===== config.mk =====
export PLATFORM = sky130hd
export DESIGN_NAME = sim_frame_trigger
export DESIGN_NICKNAME = d
export VERILOG_FILES = /design/src/rtl/sim_frame_trigger.sv
export SDC_FILE = /design/constraint.sdc
export NUM_CORES = 1
export LEC_CHECK = 0
export ABC_CLOCK_PERIOD_IN_PS = 5000
export CAP_MARGIN = 20
export CORE_UTILIZATION = 34
export DETAILED_ROUTE_END_ITERATION = 10
export GPL_TIMING_DRIVEN = 0
export HOLD_SLACK_MARGIN = 0.15
export PLACE_DENSITY_LB_ADDON = 0.25
export SLEW_MARGIN = 20
export SYNTH_ARGS = -nofsm -noshare
export SYNTH_HDL_FRONTEND = slang
export SYNTH_SLANG_ARGS = --single-unit

===== constraint.sdc =====
create_clock -name clk -period 5 [get_ports clk]
set_input_delay 0.5 -clock clk [delete_from_list [all_inputs] [get_ports clk]]
set_output_delay 0.5 -clock clk [all_outputs]
set_load 0.01 [all_outputs]

===== src/rtl/sim_frame_trigger.sv =====
// Frame counter and dump-window generator for the simulation dump controller.
// Counts vs falling edges, optionally gated by the end of a ROM download.
module sim_frame_trigger #(
  parameter int unsigned START_FRAME = 0,
  parameter int unsigned DUMP_FRAMES = 0,
  parameter int unsigned MAX_FRAMES  = 0,
  parameter bit          WAIT_DL     = 1'b0,
  parameter int unsigned DL_GUARD    = 16
) (
  input  logic        clk,
  input  logic        rst,
  input  logic        vs,
  input  logic        downloading,
  output logic [31:0] frame_cnt,
  output logic        vs_fall,
  output logic        dump_en,
  output logic        dump_start,
  output logic        dump_stop,
  output logic        sim_finish,
  output logic [1:0]  st
);

  localparam int unsigned CNT_W   = 32;
  // Wide enough to hold DL_GUARD itself, and at least one bit when DL_GUARD is 0
  localparam int unsigned GUARD_W = $clog2(DL_GUARD + 2);

  typedef enum logic [1:0] {
    WAITDL  = 2'd0,
    ARMED   = 2'd1,
    DUMPING = 2'd2,
    DONE    = 2'd3
  } state_t;

  state_t             state;
  logic               vs_l;
  logic               dl_l;
  logic               fin_seen;
  logic [GUARD_W-1:0] guard_cnt;
  logic [CNT_W-1:0]   win_cnt;

  logic               guard_done_c;
  logic               fall_c;
  logic               dlend_c;
  logic               dlrise_c;
  logic               restart_c;
  logic [CNT_W-1:0]   frame_inc_c;
  logic [CNT_W-1:0]   win_inc_c;

  assign guard_done_c = (guard_cnt == GUARD_W'(DL_GUARD));
  assign fall_c       = vs_l & ~vs;
  assign dlend_c      = dl_l & ~downloading & guard_done_c;
  assign dlrise_c     = ~dl_l & downloading;
  assign restart_c    = WAIT_DL && dlrise_c && (state != WAITDL);
  assign frame_inc_c  = frame_cnt + CNT_W'(1);
  assign win_inc_c    = win_cnt + CNT_W'(1);
  assign st           = state;

  always_ff @(posedge clk) begin
    if (rst) begin
      state      <= WAIT_DL ? WAITDL : ARMED;
      vs_l       <= 1'b0;
      dl_l       <= 1'b0;
      fin_seen   <= 1'b0;
      guard_cnt  <= '0;
      win_cnt    <= '0;
      frame_cnt  <= '0;
      vs_fall    <= 1'b0;
      dump_en    <= 1'b0;
      dump_start <= 1'b0;
      dump_stop  <= 1'b0;
      sim_finish <= 1'b0;
    end else begin
      vs_l       <= vs;
      dl_l       <= downloading;
      vs_fall    <= fall_c;
      dump_start <= 1'b0;
      dump_stop  <= 1'b0;
      sim_finish <= 1'b0;

      if (!guard_done_c) begin
        guard_cnt <= guard_cnt + GUARD_W'(1);
      end

      // A new download outranks every frame event in the same cycle
      if (restart_c) begin
        state     <= WAITDL;
        frame_cnt <= '0;
        fin_seen  <= 1'b0;
        if (dump_en) begin
          dump_stop <= 1'b1;
          dump_en   <= 1'b0;
        end
      end else if (state == WAITDL) begin
        frame_cnt <= '0;
        if (dlend_c) begin
          state <= ARMED;
        end
      end else begin
        if (fall_c) begin
          frame_cnt <= frame_inc_c;
          if ((MAX_FRAMES != 0) && (frame_inc_c == CNT_W'(MAX_FRAMES)) && !fin_seen) begin
            sim_finish <= 1'b1;
            fin_seen   <= 1'b1;
          end
        end

        case (state)
          ARMED: begin
            // Window opens against the count before this frame's increment
            if ((START_FRAME == 0) || (fall_c && (frame_cnt == CNT_W'(START_FRAME)))) begin
              state      <= DUMPING;
              dump_start <= 1'b1;
              dump_en    <= 1'b1;
              win_cnt    <= '0;
            end
          end
          DUMPING: begin
            if (fall_c) begin
              win_cnt <= win_inc_c;
              if ((DUMP_FRAMES != 0) && (win_inc_c == CNT_W'(DUMP_FRAMES))) begin
                dump_stop <= 1'b1;
                dump_en   <= 1'b0;
                state     <= DONE;
              end
            end
          end
          default: begin
          end
        endcase
      end
    end
  end

endmodule


# Word-level counts from Yosys, hierarchy flattened
# Cells that the tools add are included.
# word_totals
reg_bits	44
input_bits	4
output_inout_bits	39
wordCells	28
# classes
n_addsub	2
eq_ne	3
muxes	4
bitwise_logic	6
n_reduce_logical	5
# op_table
operator	n
$add 32x1->32 const B	1
$mux 2	3
$add 5x1->5 const B	1
$eq 5x5->1 const B	1
$reduce_and 2->1	2
$and 1x1->1	3
$not 1->1	3
$eq 2x1->1 const B	1
$logic_not 2->1	1
$ne 2x2->1 const B	1
$reduce_bool 2->1	1
$reduce_or 2->1	1
$mux 1	1

# Depth between registers and ports, before layout
# logic_depth
ltp_word	5
depth_mapped	7
ltp_nobuf	5

# Worst setup path after synthesis
# No wires, ideal clock.
# synth_path
path_type	register to register
start	register frame_cnt[0]
end	register frame_cnt[26]
setup_time_ps	70
t_arrival_ps	1670
path_slack_ps	3260
path_stages_with_launch	8
path_buffers	2
path_cell_list	dfxtp_1 ha_1 and3b_1 buf_6 nand4_4 buf_6 or4_1 a21oi_1
# synth_between
elab_chain_len	1
# synth_lines
item	line_no	source
from (decl)	14	output logic [31:0] frame_cnt,
from (signal assigned)	100	frame_cnt <= frame_inc_c;
$add 32x1->32	54	assign frame_inc_c = frame_cnt + CNT_W'(1);
# Every way passes these cells.
# A chain may end at the register's enable or synchronous reset.

# Final worst setup path
# layout_path
start	input vs
end	register frame_cnt[25]
# layout_between
elab_chain_len	2
# layout_lines
item	line_no	source
from (decl)	12	input logic vs,
$not 1->1	50	assign fall_c = vs_l & ~vs;
$and 1x1->1	50	
# Every way passes these cells.

==> results.txt <==
- On the critical path the largest part of the delay comes from simple AND/OR/NAND/NOR gates.
* Synth async-reset ratio: 0
- The total area inside the core boundary comes to 5608 sq um.
- For this configuration, the core starts out at a cell density of 0.3588.
* Hold Violations, Final: 0
* 1st-iter DRT viols: 71
* GRT Util Overall: 0.1512
- Based on the critical path, the design can be clocked at up to 0.4746 GHz.
- Total number of H-tree levels: 2
- The number of global-route vias before repair was 1535.
- CP max stage cell: sky130_fd_sc_hd__clkdlybuf4s50_1
* Wire length of the first global-routing pass: 7314 microns
- In the detailed route, the total length drawn on met3 is 181 microns.
- Max Used Layer: met4
- For the worst setup path, the data required time is 5.23 ns.
- Vertical die dimension: 78.93 microns
* Detail Route met2 WL: 1887 microns
- The repair_antennas step left the layout with diodes totalling 0.
* Global route overflow: 0
- Max Slew Vio Count: 0
* Final-layout worst hold slack: 0.4616 ns
* Deepest clock path buffer count: 2
- Detailed-router iteration count before antenna repair: 4
- The run finished with clean final reports.
- Hold_buf cts: 0
* Later-pin clock latency in the skew report: 0.30 ns
- Die Footprint: 6229 sq um
* Worst path most repeated cell: sky130_fd_sc_hd__buf_2
- Post-synthesis cell area: 2012 sq um
* Worst clock skew: 0.009007 ns
- Leaving out fill and tap cells, the most frequent cells in the layout are sky130_fd_sc_hd__dfxtp_1, sky130_fd_sc_hd__clkdlybuf4s50_1, sky130_fd_sc_hd__a21oi_1.
- Average via count per standard cell: 5.162
* RSZ-0062 raised after global routing: no
- Io pins: 43
- After detailed routing, the number of remaining DRC violations is 0.
- Final wirelength: 4260 microns
* Reg clk slew, reported paths: 0.08 ns
* DR vias: 1750
- Warnings, synthesis: 0
* Type of origin of the critical path: input pin
* Portion of synthesized cell area occupied by the leading cell type: 0.4378
- Worst setup path startpoint: vs
- Buffers inserted during clock tree synthesis total 5.
- Number of buffers and inverters on the critical path: 3
- Worst flop-to-flop path startpoint: frame_cnt[13]$_SDFFE_PP0P_
- For this block, wires on met1 add up to 2128 microns.
- TritonCTS built the clock tree.
- Data arrival at the endpoint of the critical path: 2.34 ns
- In the finished design, the share of the clock period the worst path needs comes to 0.4214.
- The largest single stage delay on the critical path is 0.45 ns.
- For the finished layout, the period the worst path requires is 2.107 ns.
- By area the synthesized netlist is led by sky130_fd_sc_hd__dfxtp_1, sky130_fd_sc_hd__o31ai_1, sky130_fd_sc_hd__or4_1.
- At the end of routability-driven placement, the weighted congestion stood at 0.7775.
* Class of the tightest hold or removal check: flop to flop
* Setup crit end kind: flop
- Root buffer cell: sky130_fd_sc_hd__clkbuf_8
- The number of setup buffers added after CTS is 0.
- Worst supply voltage drop on vdd: 0.0001079 V
* Distinct cell type count of the synthesized netlist: 39
* DP Wirelength: 2953 microns
- Final design utilization: 0.4607
* Fraction of layout cells with a size suffix above 1: 0.08989
* Final setup violation count: 0
- CTS saw 44 sinks.
- Area growth from synthesis to layout: 28.42%
- Sequential share of the synthesized area: 0.4378
- Internal power: 0.4686 mW
- Dividing total power by cell area gives a power density of 236.0 nW/um^2.
* Placed instance area: 2506 sq um
* Leakage power: 0.8794 nW
- Number of synthesized flops with an enable pin: 0
- After floorplanning, the core was divided into 27 placement rows.
* Fraction of power consumed by combinational cells: 0.056
- Entering global routing, the biggest net connects 13 pins.
- At the end of the flow, the number of nets in the layout was 274.
- Die span in x: 78.93 microns
* Antenna violations before repair: 0
- Hold_sp: dump_en$_SDFFE_PP0P_
- The share of total power dissipated in sequential elements is 0.593.
* Cell type with the highest aggregate area in the netlist: sky130_fd_sc_hd__dfxtp_1
- Yosys reg bits: 44
* Kind of critical path: input pin to flop
- Across the run, the number of max-cap violations was 0.
- Summing all non-filler instances in the final layout gives an area of 2584 sq um.
- Port buffering added 40 buffers.
* Top fanout value on the critical path: 10
- Switching Power: 0.1412 mW
* Average wire per standard cell: 12.57 microns
* Most frequent standard cell in the layout excluding fill and tap cells: sky130_fd_sc_hd__dfxtp_1
- Crit-path cells: clkdlybuf4s50_1 > and4b_1 > buf_2 > nand4_1 > buf_2 > or4_1 > a21oi_1
* Final-layout setup total negative slack: 0 ns
* Cts repair resizes: 0
- Switching power as a share of total power: 0.2316
- Cells after synthesis: 219
- Syn Area/Cell: 9.187 sq um
* Part of the power in the clock network: 0.351
* Residual antenna-violating net count after detailed routing: 0
- For this run, the leading register cell type out of synthesis is sky130_fd_sc_hd__dfxtp_1.
[through the flow]
| stage | cells | power [mW] | setup WS (ns) |
|---|---|---|---|
| 3_5_place_dp | 332 | 0.4049 | 2.564 |
| 6_report | 339 | 0.6098 | 2.893 |
| 4_1_cts | 339 | 0.6185 | 2.866 |
| 5_1_grt | 339 | 0.6376 | 2.753 |
| 3_3_place_gp | 332 | 0.4045 | 2.577 |
| 2_1_floorplan | 220 | 0.3895 | 3.260 |
[area by class of cell]
type,instances,area [sq um]
repair buffers,40,400.4
inverters,8,30.03
well taps,72,90.09
clock inverters,1,5.005
clock buffers,6,72.57
flip-flops and latches,44,880.8
fillers,588,3024
plain buffers,14,108.9
multi-input cells,154,996.0
[cell families after synthesis]
| group | after synthesis | share of synthesized area |
|---|---|---|
| simple gates | 90 | 0.2699 |
| xor+xnor | 15 | 0.06530 |
| fa+ha+maj | 3 | 0.01866 |
| compound gates | 41 | 0.1225 |
| flops | 44 | 0.4378 |
| other cells | 1 | 0.001864 |
| mux | 3 | 0.01493 |
| buf+inv | 22 | 0.06902 |
[synthesized netlist by cell type, types with 4 or more instances]
cell	number
sky130_fd_sc_hd__xor2_1	9
sky130_fd_sc_hd__nor2_1	16
sky130_fd_sc_hd__nand4_1	9
sky130_fd_sc_hd__inv_1	8
sky130_fd_sc_hd__nand2_1	11
sky130_fd_sc_hd__or4_1	13
sky130_fd_sc_hd__nand3_1	11
sky130_fd_sc_hd__o31ai_1	13
sky130_fd_sc_hd__xnor2_1	6
sky130_fd_sc_hd__a21oi_1	19
sky130_fd_sc_hd__or3_1	5
sky130_fd_sc_hd__o21ai_0	6
sky130_fd_sc_hd__buf_6	4
sky130_fd_sc_hd__dfxtp_1	44
[power groups by stage]
stage / Sequential (mW) / Clock [mW] / Combinational [mW]
floorplan: 0.371 / 0 / 0.0188
global placement: 0.370 / 0 / 0.0347
detailed placement: 0.370 / 0 / 0.0351
CTS: 0.362 / 0.222 / 0.0352
global route: 0.363 / 0.236 / 0.0382
finish: 0.362 / 0.214 / 0.0344
[state kept, by name, indices dropped and copies added (netlist names)]
signal	cells
guard_cnt	5
st	2
dl_l	1
dump_start	1
vs_l	1
dump_en	1
vs_fall	1
frame_cnt	32
[worst register-to-register path, delay by kind of cell (launching register included)]
kind          cells  cell delay, ns
buf+inv           1            0.27
mux               1            0.24
flops             1            0.43
simple gates      3            0.93
[per-layer routing]
layer | track usage | up-vias
li1 | - | 891
met1 | 0.1979 | 816
met2 | 0.2313 | 39
met3 | 0.04253 | 4
met4 | 0.06545 | 0
met5 | 0 | -
[worst paths after layout]
kind	to	slack [ns]	cells after the start
setup / recovery	frame_cnt[25]$_SDFFE_PP0P_	2.89	7
hold / removal	dump_en$_SDFFE_PP0P_	0.46	1
setup reg to reg	frame_cnt[31]$_SDFFE_PP0P_	3.06	5
hold reg to reg	dump_en$_SDFFE_PP0P_	0.46	1
No activity file was read; power rests on OpenSTA's default activity.
